<file path="config.mk">
export PLATFORM = sky130hd
export DESIGN_NAME = instr_fetch_unit
export DESIGN_NICKNAME = d
export VERILOG_FILES = /design/src/rtl/instr_fetch_unit.sv
export SDC_FILE = /design/constraint.sdc
export NUM_CORES = 1
export LEC_CHECK = 0
export CAP_MARGIN = 30
export CORE_AREA = 2 2 98 123
export CTS_CLUSTER_DIAMETER = 150
export CTS_CLUSTER_SIZE = 12
export DETAILED_ROUTE_END_ITERATION = 7
export DIE_AREA = 0 0 100 125
export DONT_BUFFER_PORTS = 1
export PLACE_DENSITY = 0.67
export SYNTH_ARGS = -nofsm -noshare
export SYNTH_HDL_FRONTEND = slang
export SYNTH_SLANG_ARGS = --single-unit
</file>
<file path="constraint.sdc">
create_clock -name clock -period 3.5 [get_ports clock]
set_input_delay 0.35 -clock clock [delete_from_list [all_inputs] [get_ports clock]]
set_output_delay 0.35 -clock clock [all_outputs]
set_load 0.01 [all_outputs]
</file>
<file path="src/rtl/instr_fetch_unit.sv">
// Fetch stage: owns the PC, drives the instruction-memory handshake and buffers one {pc, inst} pair.
// Optional build macro FETCH_MISALIGN_TRAP_EN: misaligned redirect halts fetch and raises fetch_fault.
module instr_fetch_unit #(
    parameter logic [31:0] RESET_PC = 32'h0000_0000,
    parameter logic [31:0] PC_STEP  = 32'd4
) (
    input  logic        clock,
    input  logic        reset,
    output logic        imem_req,
    output logic [31:0] imem_addr,
    input  logic        imem_ready,
    input  logic [31:0] imem_rdata,
    input  logic        stall,
    input  logic        redirect_valid,
    input  logic [31:0] redirect_pc,
    output logic        inst_valid,
    output logic [31:0] inst,
    output logic [31:0] pc,
    output logic [31:0] pc_plus4
`ifdef FETCH_MISALIGN_TRAP_EN
    ,
    output logic        fetch_fault
`endif
);

    typedef enum logic [1:0] {
        BOOT  = 2'd0,
        FETCH = 2'd1
`ifdef FETCH_MISALIGN_TRAP_EN
        ,
        HALT  = 2'd2
`endif
    } state_t;

    state_t      r_state;
    state_t      w_state_next;
    logic [31:0] r_fetch_pc;
    logic [31:0] w_fetch_pc_next;
    logic        r_inst_valid;
    logic        w_inst_valid_next;
    logic [31:0] r_inst;
    logic [31:0] w_inst_next;
    logic [31:0] r_pc;
    logic [31:0] w_pc_next;
    logic [31:0] r_pc_plus4;
    logic [31:0] w_pc_plus4_next;
    logic [31:0] w_fetch_pc_inc;
    logic        w_req;
    logic        w_accept;
    logic        w_consume;
`ifdef FETCH_MISALIGN_TRAP_EN
    logic        r_fault;
    logic        w_fault_next;
`endif

    assign w_req          = (r_state == FETCH) && (!r_inst_valid || !stall) && !redirect_valid;
    assign w_accept       = w_req && imem_ready;
    assign w_consume      = r_inst_valid && !stall;
    assign w_fetch_pc_inc = r_fetch_pc + PC_STEP;

    assign imem_req   = w_req;
    assign imem_addr  = r_fetch_pc;
    assign inst_valid = r_inst_valid;
    assign inst       = r_inst;
    assign pc         = r_pc;
    assign pc_plus4   = r_pc_plus4;
`ifdef FETCH_MISALIGN_TRAP_EN
    assign fetch_fault = r_fault;
`endif

    always_ff @(posedge clock or posedge reset) begin
        if (reset) begin
            r_state <= BOOT;
        end else begin
            r_state <= w_state_next;
        end
    end

    // Redirect beats accept, accept beats a bare consume; BOOT takes a redirect but never requests.
    always_comb begin
        w_state_next      = r_state;
        w_fetch_pc_next   = r_fetch_pc;
        w_inst_valid_next = r_inst_valid;
        w_inst_next       = r_inst;
        w_pc_next         = r_pc;
        w_pc_plus4_next   = r_pc_plus4;
`ifdef FETCH_MISALIGN_TRAP_EN
        w_fault_next      = r_fault;
`endif
        case (r_state)
            BOOT, FETCH: begin
                w_state_next = FETCH;
                if (redirect_valid) begin
                    w_fetch_pc_next   = redirect_pc;
                    w_inst_valid_next = 1'b0;
`ifdef FETCH_MISALIGN_TRAP_EN
                    if (redirect_pc[1:0] != 2'b00) begin
                        w_state_next = HALT;
                        w_fault_next = 1'b1;
                    end
`endif
                end else if (w_accept) begin
                    w_inst_next       = imem_rdata;
                    w_pc_next         = r_fetch_pc;
                    w_pc_plus4_next   = w_fetch_pc_inc;
                    w_inst_valid_next = 1'b1;
                    w_fetch_pc_next   = w_fetch_pc_inc;
                end else if (w_consume) begin
                    w_inst_valid_next = 1'b0;
                end
            end
            default: begin
                w_inst_valid_next = 1'b0;
            end
        endcase
    end

    always_ff @(posedge clock or posedge reset) begin
        if (reset) begin
            r_fetch_pc   <= RESET_PC;
            r_inst_valid <= 1'b0;
            r_inst       <= 32'h0;
            r_pc         <= 32'h0;
            r_pc_plus4   <= 32'h0;
`ifdef FETCH_MISALIGN_TRAP_EN
            r_fault      <= 1'b0;
`endif
        end else begin
            r_fetch_pc   <= w_fetch_pc_next;
            r_inst_valid <= w_inst_valid_next;
            r_inst       <= w_inst_next;
            r_pc         <= w_pc_next;
            r_pc_plus4   <= w_pc_plus4_next;
`ifdef FETCH_MISALIGN_TRAP_EN
            r_fault      <= w_fault_next;
`endif
        end
    end

endmodule

</file>
==> results of run 1 <==
cell families after synthesis:
group	after synthesis
and+or+nand+nor	307
other	1
xor gates and xnor gates	27
buffers and inverters	47
adders and majority gates	1
DFF	128
muxes	4
AOI/OAI and AO/OA	86
synthesized netlist by cell type (5+ instances only):
master and number:
nand2_1 241, dfrtp_1 128, o21ai_0 34, clkbuf_1 20
xor2_1 18, o21ai_1 17, nor2_1 16, a22oi_1 14
nand3_1 12, a221o_1 10, nand4_1 10, buf_2 9
xnor2_1 9, nor3_1 7, buf_4 5, buf_6 5
layout by cell type (no fill, tap or decap), types with 10 or more instances in the layout:
cell | synthesis | layout
o21ai_0 | 34 | 34
o21ai_1 | 17 | 17
a221o_1 | 10 | 10
dfrtp_1 | 128 | 128
clkbuf_16 | 0 | 17
nand3_1 | 12 | 12
xor2_1 | 18 | 18
nand2_1 | 241 | 241
nand4_1 | 10 | 10
nor2_1 | 16 | 15
a22oi_1 | 14 | 14
per-stage QoR:
stage | utilization | total power, mW | cell area, um2 | setup WS (ns) | std cells
floorplan | - | 2.38 | 5640 | 1.51 | 601
global placement | 0.491 | 2.46 | 5620 | 1.23 | 700
detailed placement | 0.492 | 2.49 | 5630 | 1.18 | 701
CTS | 0.548 | 4.38 | 6270 | 1.17 | 734
global route | 0.548 | 4.54 | 6270 | 1.02 | 734
finish | 0.548 | 4.33 | 6270 | 1.20 | 734
power groups by stage:
stage               combinational, mW  clock [mW]  sequential, mW
detailed placement              0.368           0            2.13
finish                          0.362        1.86            2.10
CTS                             0.370        1.90            2.11
global route                    0.427        1.97            2.14
global placement                0.344           0            2.12
floorplan                       0.354           0            2.02
state kept, by name, summed over array words and instances, names as in the netlist:
signal      count
pc_plus4       30
inst           32
r_state         1
imem_addr      32
pc             32
inst_valid      1
worst max-delay path by stage:
stage / slack [ns] / to
after floorplan: 1.51 / imem_addr[14]
after global placement: 1.23 / imem_addr[30]
after detailed placement: 1.18 / imem_addr[31]
after CTS: 1.17 / imem_addr[31]
after global routing: 1.02 / imem_addr[30]
final: 1.20 / pc_plus4[20]
layer usage:
layer | up-vias | global-route usage | wire length [um]
met5 | - | 0 | 0
met4 | 0 | 0.0878 | 281
met3 | 21 | 0.0682 | 968
met2 | 151 | 0.376 | 6940
met1 | 2019 | 0.270 | 5400
li1 | 1949 | - | -
cell type report:
type | count | share of cell area
clock buffer | 22 | 0.0756
clock inverter | 10 | 0.0251
inverter | 3 | 0.00239
multi-input combinational | 426 | 0.345
sequential | 128 | 0.510
tap | 138 | 0.0275
timing repair buffer | 7 | 0.0140
what timing repair did:
item                      4_1_cts  5_1_grt
gates resized for setup         0        0
hold endpoints to repair       12        0
hold buffers                    1        0
worst max-delay path, cell delays in order (launching register included):
cell	delay, ns
dfrtp_1	0.52
ha_1	0.33
nand3_4	0.16
nor4_4	0.63
nand3_1	0.20
xor2_1	0.23
o21ai_1	0.08
==> metrics.md, run 1 <==
| Metric | Value |
|---|---|
| Slew Viols, Final | `0` |
| Inserted Clock Buffers | `17` |
| DR iter-0 viols | `131` |
| PD cells | `690 nW/um2` |
| Smallest hold slack | `0.0463 ns` |
| Synth top area cells | `dfrtp_1 (57%), nand2_1 (16%), o21ai_0 (3.0%)` |
| Worst Setup SP | `imem_addr[3]` |
| FILL cells | `1031` |
| Hold Fails Final Rpt | `0` |
| Initial cell density of the core | `0.493` |
| RSZ-0062 raised after global routing | `no` |
| First-pass GRT wire length | `22200 um` |
| Simple-gate share of the synthesized area | `0.236` |
| Peak supply drop | `0.000359 V` |
| Critical path class | `reg2reg` |
| Worst Hold End | `inst[16]` |
| Share of the synthesized area in the top cell type | `0.568` |
| First-pass DRT Iterations | `4` |
| Net Sw Frac | `0.279` |
| Final setup viols | `0` |
| Hold path cells | `2` |
| Syn nets | `671` |
| Post-DR vias/cell | `5.64` |
| Reg2reg start | `imem_addr[3]` |
| GRT Overall Usage | `0.224` |
| Mapped Cells | `601` |
| Combinational Power Share | `0.084` |
| Slew margin rel. | `0.451` |
| Total number of yosys warnings | `0` |
| Final wirelength | `13600 um` |
| Worst Path Arrival | `2.57 ns` |
| Leading register cell type out of synthesis | `dfrtp_1` |
| IO buf count | `0` |
| Setup repair bufs after CTS | `0` |
| Post-Synthesis Cell Area | `5640 um2` |
| Final period util | `0.657` |
| Worst Max-Slew Pin Slew | `0.824 ns` |
| DR vias | `4140` |
| XOR/XNOR share of the synthesized area | `0.0419` |
| Unique masters post-synth | `44` |
| Vias in the first global route | `4352` |
| Clk Latency, worst-skew pair | `0.41 ns` |
| Adder-cell area share of the yosys netlist | `0.00222` |
| Reg area | `3200 um2` |
| Antenna viol nets, final | `0` |
| Clock Sinks | `128` |
| Row count | `44` |
| Internal reg-to-reg setup slack | `1.20 ns` |
| HP Class | `in2reg` |
| Worst setup EP type | `flip-flop` |
| RR Endpoint | `pc_plus4[20]` |
| Die X | `100 um` |
| Nets | `653` |
| Dpl hpwl | `8910 um` |
| GRT Residual Overflow | `0` |
| P&R area growth vs syn | `11.2%` |
| Switching pwr | `1.21 mW` |
| Pleak | `2.96 nW` |
| Sequential-to-total area share from yosys stat | `0.568` |
| Core area | `11500 um2` |
| Wire length per cell | `18.5 um` |
| Area fraction in compound gates after synthesis | `0.0949` |
| Setup TNS | `0 ns` |
| Area of the multi-input gates | `2160 um2` |
| TritonCTS clock tree | `done` |
| Reg2reg path depth | `6` |
| HP Start | `imem_rdata[16]` |
| Pint | `3.12 mW` |
| Post-Route Skew | `0.00470 ns` |
| Die area | `12500 um2` |
| Clock tree buffer depth | `2` |
| Number of synthesized flops with an enable pin | `0` |
| Largest family of logic cells by synthesized area | `simple AND/OR/NAND/NOR gates` |
| Status | `finished clean` |
| Synthesized flop and latch total | `128` |
| Clk slew on worst S/H paths | `0.05 ns` |
| Largest net degree at the start of global routing | `134` |
| Drt drc | `0` |
| Leading area contributor after synthesis | `dfrtp_1` |
| Die Span Y | `125 um` |
| CP max FO | `9` |
| Share of layout cells above drive strength 1 | `0.0822` |
| Max-capacitance violation count | `0` |
| FFs w/ async S/R, synth | `1.00` |
| Initial antenna violation count | `0` |
| Peak Freq | `435 MHz` |
| Syn Area/Cell | `9.39 um2` |
| Flop pwr share | `0.485` |
| Io pins | `199` |
| Clk pwr share | `0.431` |
| # diodes | `0` |
| Root Buffer | `clkbuf_16` |
| Mux cell area share after synthesis | `0.00799` |
| Critical Path RT | `3.77 ns` |
| Fin crit period | `2.30 ns` |
| H-Tree Level Count | `4` |
| GP Congestion | `0.763` |
| CP Launch Type | `flip-flop` |
Note: power is estimated with default switching activity, not from simulation.
==> run 2: changes to the inputs <==
==> constraint.sdc (replaced) <==
create_clock -name clock -period 2 [get_ports clock]
set_input_delay 0.2 -clock clock [delete_from_list [all_inputs] [get_ports clock]]
set_output_delay 0.2 -clock clock [all_outputs]
set_load 0.01 [all_outputs]
==> run 2 against run 1 <==
Critical path depth increased by 1. Setup slack got worse by 1.1 ns. Clock skew increased by 0.0020 ns. Largest cell class unchanged. Flip-flop and latch count unchanged. Routed wire length increased by 11%. First-iteration DRC count increased by 80%. Final area increased by 15%. Sequential power increased by 70%. Power increased by 78%. Highest routed layer unchanged.
==> metrics.md, run 2 (synthesized netlist as in run 1, its figures left out) <==
| Metric | Value |
|---|---|
| Flop pwr share | `0.464 (-0.021)` |
| Reg2reg start | `imem_addr[2]` |
| HP Start | `redirect_valid` |
| Die X | `100 um (unchanged)` |
| Drt drc | `0 (unchanged)` |
| # diodes | `0 (unchanged)` |
| Initial cell density of the core | `0.493 (unchanged)` |
| RR Endpoint | `imem_addr[12]` |
| Final period util | `0.939 (+0.282)` |
| Post-Route Skew | `0.00669 ns (+0.00199 ns)` |
| RSZ-0062 raised after global routing | `no` |
| IO buf count | `0 (unchanged)` |
| GRT Residual Overflow | `0 (unchanged)` |
| DR iter-0 viols | `236 (+80%)` |
| Crit-path max cell delay | `0.36 ns (-0.27 ns)` |
| Worst setup EP type | `flip-flop` |
| Vias in the first global route | `4781 (+9.9%)` |
| GP Congestion | `0.769 (+0.72%)` |
| Cell Chain, Critical Path | `ha_2 -> nand3_4 -> buf_4 -> nor2_1 -> and4_1 -> o21ai_0 -> a221o_1` |
| Delay-heaviest family, CP | `simple AND/OR/NAND/NOR gates` |
| Critical Path Slowest Stage Cell | `dfrtp_1` |
| Root Buffer | `clkbuf_16` |
| P&R area growth vs syn | `27.4%` |
| Peak supply drop | `0.000499 V (+39%)` |
| Cell Area, Placed | `5860 um2 (+4.0%)` |
| Post-DR vias/cell | `5.57 (-1.3%)` |
| Peak Freq | `532 MHz (+22%)` |
| Clk pwr share | `0.412 (-0.019)` |
| Io pins | `199 (unchanged)` |
| Pint | `5.44 mW (+74%)` |
| HP Class | `in2reg` |
| Worst Max-Slew Pin Slew | `0.724 ns (-0.100 ns)` |
| Max-capacitance violation count | `0 (unchanged)` |
| Switching pwr | `2.27 mW (+88%)` |
| Nets | `750 (+15%)` |
| Hold Fails Final Rpt | `0 (unchanged)` |
| Clock Sinks | `128 (unchanged)` |
| Core area | `11500 um2 (unchanged)` |
| Overall Power | `7.71 mW (+78%)` |
| Setup TNS | `0 ns (unchanged)` |
| Clk Latency, worst-skew pair | `0.41 ns (about the same)` |
| Critical Path RT | `2.29 ns (-1.48 ns)` |
| GRT Overall Usage | `0.242 (+0.0173)` |
| CP Launch Type | `flip-flop` |
| Worst Setup SP | `imem_addr[2]` |
| Largest net degree at the start of global routing | `129 (-3.7%)` |
| Hold path cells | `2 (unchanged)` |
| Die Span Y | `125 um (unchanged)` |
| Dpl hpwl | `9110 um (+2.3%)` |
| Final setup viols | `0 (unchanged)` |
| Commonest non-fill, non-tap cell in the layout | `nand2_1` |
| Status | `finished clean` |
| Commonest non-fill, non-tap cells in the layout | `nand2_1 (241), dfrtp_1 (127), dlygate4sd3_1 (66)` |
| Inserted Clock Buffers | `17 (unchanged)` |
| Post-route cell area | `7190 um2 (+15%)` |
| Final wirelength | `15100 um (+11%)` |
| Clk slew on worst S/H paths | `0.06 ns (about the same)` |
| PD cells | `1070 nW/um2 (+55%)` |
| WP buf/inv | `1 (+1)` |
| TritonCTS clock tree | `done` |
| Slew Viols, Final | `0 (unchanged)` |
| First-pass GRT wire length | `24000 um (+8.0%)` |
| Reg2reg path depth | `7 (+1)` |
| Internal reg-to-reg setup slack | `0.12 ns (-1.08 ns)` |
| Pleak | `3.40 nW (+15%)` |
| Initial antenna violation count | `0 (unchanged)` |
| Row count | `44 (unchanged)` |
| Critical path class | `reg2reg` |
| DR vias | `4627 (+12%)` |
| Net Sw Frac | `0.294 (+0.0152)` |
| Slew margin rel. | `0.517 (+0.0668)` |
| Combinational Power Share | `0.124 (+0.040)` |
| Share of layout cells above drive strength 1 | `0.121 (+0.0390)` |
| Die area | `12500 um2 (unchanged)` |
| Worst Path Arrival | `2.17 ns (-0.40 ns)` |
| Fin crit period | `1.88 ns (-0.422 ns)` |
| Wire length per cell | `18.2 um (-1.7%)` |
| First-pass DRT Iterations | `5 (+1)` |
| Non-filler cells, final | `831 (+13%)` |
| Worst Hold End | `imem_addr[31]` |
| CP max FO | `7 (-2)` |
| H-Tree Level Count | `4 (unchanged)` |
| Antenna viol nets, final | `0 (unchanged)` |
| Placed Cells | `729 (+4.0%)` |
| Clock tree buffer depth | `2 (unchanged)` |
[run 2: repair_timing]
| action | in CTS | in global routing |
|---|---|---|
| hold buffers | 67 | 0 |
| hold endpoints to repair | 193 | 0 |
| gates cloned | 0 | 1 |
| endpoints found under the setup margin | 3 | 3 |
| pin swaps | 0 | 1 |
| setup buffers | 0 | 2 |
| resized for setup | 1 | 3 |
[run 2: per-stage QoR]
| stage | setup slack (ns) | util | hold slack (ns) |
|---|---|---|---|
| 6_report | 0.122 | 0.628 | 0.0218 |
| 5_1_grt | 0.0301 | 0.628 | 0.0355 |
| 4_1_cts | 0.0739 | 0.625 | 0.00374 |
| 3_5_place_dp | -0.0437 | 0.512 | 0.311 |
| 3_3_place_gp | 0.0498 | 0.512 | 0.309 |
| 2_1_floorplan | 0.00578 | - | 0.305 |
[run 2: cell type report]
| class | count | area, um2 |
|---|---|---|
| multi-input combinational | 426 | 2170 |
| clock buffer | 19 | 443 |
| clock inverter | 13 | 163 |
| sequential | 128 | 3200 |
| inverter | 3 | 15.0 |
| timing repair buffer | 104 | 1020 |
| tap | 138 | 173 |
| fill | 944 | 4260 |
[run 2: layer usage]
metal / vias to the layer above / wire, um / global-route usage / part of all wire
met5: - / 0 / 0 / 0
met4: 0 / 238 / 0.0999 / 0.016
met3: 18 / 1110 / 0.0637 / 0.073
met2: 222 / 7750 / 0.400 / 0.51
met1: 2241 / 6040 / 0.299 / 0.40
li1: 2146 / - / - / -
[run 2: worst max-delay path by stage]
stage	depth (start not counted)	to
floorplan	5	imem_addr[14]
global placement	5	imem_addr[10]
detailed placement	5	imem_addr[10]
CTS	7	imem_addr[12]
global route	5	imem_addr[25]
finish	7	imem_addr[12]
[run 2: power groups by stage]
stage / combinational (mW) / clock [mW] / sequential, mW
finish: 0.957 / 3.17 / 3.58
CTS: 0.952 / 3.22 / 3.58
floorplan: 0.620 / 0 / 3.54
detailed placement: 0.827 / 0 / 3.62
global route: 1.09 / 3.34 / 3.63
global placement: 0.784 / 0 / 3.60
==> run 3: changes to the inputs <==
--- a/config.mk
+++ b/config.mk
@@ -6,11 +6,11 @@
 export NUM_CORES = 1
 export LEC_CHECK = 0
 export CAP_MARGIN = 30
-export CORE_AREA = 2 2 98 123
+export CORE_AREA = 2 2 98 124
 export CTS_CLUSTER_DIAMETER = 150
 export CTS_CLUSTER_SIZE = 12
 export DETAILED_ROUTE_END_ITERATION = 7
-export DIE_AREA = 0 0 100 125
+export DIE_AREA = 0 0 100 126
 export DONT_BUFFER_PORTS = 1
 export PLACE_DENSITY = 0.67
 export SYNTH_ARGS = -nofsm -noshare
==> run 3 against run 2 <==
Final area fell by 1.0%. Routed wire length fell by 0.51%. Largest power group unchanged. Via count rose by 0.17%. Non-clock buffer count fell by 1. Die area rose by 0.80%. Core utilization fell by 0.64 points. Power fell by 4.3%. Sequential power barely moved. Clock power fell by 10%. Final cell count fell by 0.24%. Critical path depth did not move. Clock skew rose by 0.00054 ns.
==> metrics.md, run 3 (synthesized netlist as in run 1, its figures left out) <==
| Metric | Value |
|---|---|
| Smallest hold slack | `0.0341 ns (+0.0123 ns)` |
| Inserted Clock Buffers | `17 (unchanged)` |
| Post-DR vias/cell | `5.59 (+0.41%)` |
| Critical Path RT | `2.29 ns (about the same)` |
| Io pins | `199 (unchanged)` |
| CP Launch Type | `flip-flop` |
| Status | `finished clean` |
| Wire length per cell | `18.2 um (-0.27%)` |
| DR vias | `4635 (+0.17%)` |
| Post-Route Skew | `0.00723 ns (+0.000537 ns)` |
| PD cells | `1040 nW/um2 (-3.3%)` |
| Slew margin rel. | `0.554 (+0.0365)` |
| Vias in the first global route | `4769 (-0.25%)` |
| Crit-path max cell delay | `0.35 ns (about the same)` |
| Commonest non-fill, non-tap cells in the layout | `nand2_1 (241), dfrtp_1 (128), dlygate4sd3_1 (66)` |
| Slew Viols, Final | `0 (unchanged)` |
| RSZ-0062 raised after global routing | `no` |
| Internal reg-to-reg setup slack | `0.05 ns (-0.07 ns)` |
| Peak supply drop | `0.000780 V (+56%)` |
| DR iter-0 viols | `196 (-17%)` |
| H-Tree Level Count | `4 (unchanged)` |
| RR Endpoint | `imem_addr[12]` |
| First-pass DRT Iterations | `5 (unchanged)` |
| Core area | `11500 um2 (unchanged)` |
| Initial antenna violation count | `0 (unchanged)` |
| Dpl hpwl | `9120 um (+0.11%)` |
| Share of layout cells above drive strength 1 | `0.114 (-0.00689)` |
| WP buf/inv | `1 (unchanged)` |
| # diodes | `0 (unchanged)` |
| Worst Max-Slew Pin Slew | `0.669 ns (-0.0548 ns)` |
| Final wirelength | `15100 um (-0.51%)` |
| Reg2reg start | `imem_addr[2]` |
| Pleak | `3.36 nW (-0.95%)` |
| Critical path class | `reg2reg` |
| HP Start | `redirect_valid` |
| Placed Cells | `729 (unchanged)` |
| Row count | `44 (unchanged)` |
| Nets | `749 (-0.13%)` |
| Die Span Y | `126 um (+0.80%)` |
| FILL cells | `937 (-0.74%)` |
| Non-filler cells, final | `829 (-0.24%)` |
| Max-capacitance violation count | `0 (unchanged)` |
| Peak Freq | `513 MHz (-3.7%)` |
| Antenna viol nets, final | `0 (unchanged)` |
| GRT Residual Overflow | `0 (unchanged)` |
| Die X | `100 um (unchanged)` |
| GRT Overall Usage | `0.238 (-0.00322)` |
| IO buf count | `0 (unchanged)` |
| First-pass GRT wire length | `23800 um (-0.80%)` |
| GP Congestion | `0.782 (+1.7%)` |
| Clock tree buffer depth | `2 (unchanged)` |
| Reg2reg path depth | `7 (unchanged)` |
| Hold path cells | `2 (unchanged)` |
| Commonest non-fill, non-tap cell in the layout | `nand2_1` |
| Final setup viols | `0 (unchanged)` |
| Clk slew on worst S/H paths | `0.06 ns (about the same)` |
| Root Buffer | `clkbuf_16` |
| Initial cell density of the core | `0.493 (unchanged)` |
| CP max FO | `7 (unchanged)` |
| Clock Sinks | `128 (unchanged)` |
| Critical Path Slowest Stage Cell | `dfrtp_1` |
| Worst setup EP type | `flip-flop` |
| Delay-heaviest family, CP | `simple AND/OR/NAND/NOR gates` |
| Drt drc | `0 (unchanged)` |
| Cell Chain, Critical Path | `ha_1 -> nand3_4 -> buf_4 -> nor2_1 -> and4_1 -> o21ai_0 -> a221o_1` |
| Clk Latency, worst-skew pair | `0.41 ns (about the same)` |
| Worst Path Arrival | `2.24 ns (+0.07 ns)` |
| P&R area growth vs syn | `26.1%` |
| Worst Setup SP | `imem_addr[2]` |
| Hold Fails Final Rpt | `0 (unchanged)` |
| Final period util | `0.975 (+0.0362)` |
| TritonCTS clock tree | `done` |
| Worst Hold End | `imem_addr[31]` |
| Largest net degree at the start of global routing | `129 (unchanged)` |
| Die area | `12600 um2 (+0.80%)` |
| HP Class | `in2reg` |
| Fin crit period | `1.95 ns (+0.0725 ns)` |
run 3: cell count changes in the layout (fill, tap and decap cells not counted), sizes merged:
cell and change:
buf -1, bufinv -2, clkbuf +2, inv -1
run 3: power by group:
part	internal, mW	switching [mW]	leakage (nW)
clock	1.73	1.12	0.259
combinational	0.421	0.543	1.51
sequential	3.02	0.542	1.59
run 3: timing repair:
item                                   in CTS  in global routing
pin swaps                                   0                  1
gates cloned                                0                  1
setup endpoints to repair                   2                  2
resized for setup                           1                  2
buffers inserted                            0                  1
endpoints found under the hold margin     193                  0
hold buffers                               67                  0
run 3: metrics by stage:
step	setup TNS (ns)	power (mW)	util	area, um2	setup WS, ns
after global routing	0	7.73	0.621	7110	0.00122
after floorplan	0	4.16	-	5640	0.00578
after detailed placement	-0.0164	4.45	0.512	5860	-0.0164
after CTS	0	7.42	0.619	7090	0.0396
after global placement	0	4.39	0.512	5860	0.0611
final	0	7.37	0.621	7110	0.0495
run 3: routing by layer:
metal | GRT usage | vias to the layer above | wire, um
met5 | 0 | - | 0
met4 | 0.0862 | 0 | 226
met3 | 0.0716 | 22 | 1070
met2 | 0.395 | 203 | 7720
met1 | 0.294 | 2272 | 6040
li1 | - | 2138 | -
run 3: layout make-up:
class | instances | area [um2] | share of cell area
flip-flops and latches | 128 | 3200 | 0.450
multi-input cells | 426 | 2170 | 0.305
repair buffers | 103 | 1010 | 0.142
clock buffers | 21 | 450 | 0.0633
well taps | 138 | 173 | 0.0243
clock inverters | 10 | 90.1 | 0.0127
inverters | 3 | 15.0 | 0.00211
run 3: worst max path at each step:
| stage | cells after the start | endpoint | slack (ns) |
|---|---|---|---|
| floorplan | 5 | imem_addr[14] | 0.006 |
| global placement | 5 | imem_addr[10] | 0.06 |
| detailed placement | 5 | imem_addr[10] | -0.02 |
| CTS | 5 | inst_valid | 0.04 |
| global route | 5 | imem_addr[14] | 0.001 |
| finish | 7 | imem_addr[12] | 0.05 |
run 3: worst reg2reg max path, delay by kind of cell, from the launching register on:
family,cells,cell delay (ns)
and+or+nand+nor,3,0.58
DFF,1,0.35
buffers and inverters,1,0.19
adders and majority gates,1,0.29
AOI/OAI and AO/OA,2,0.41
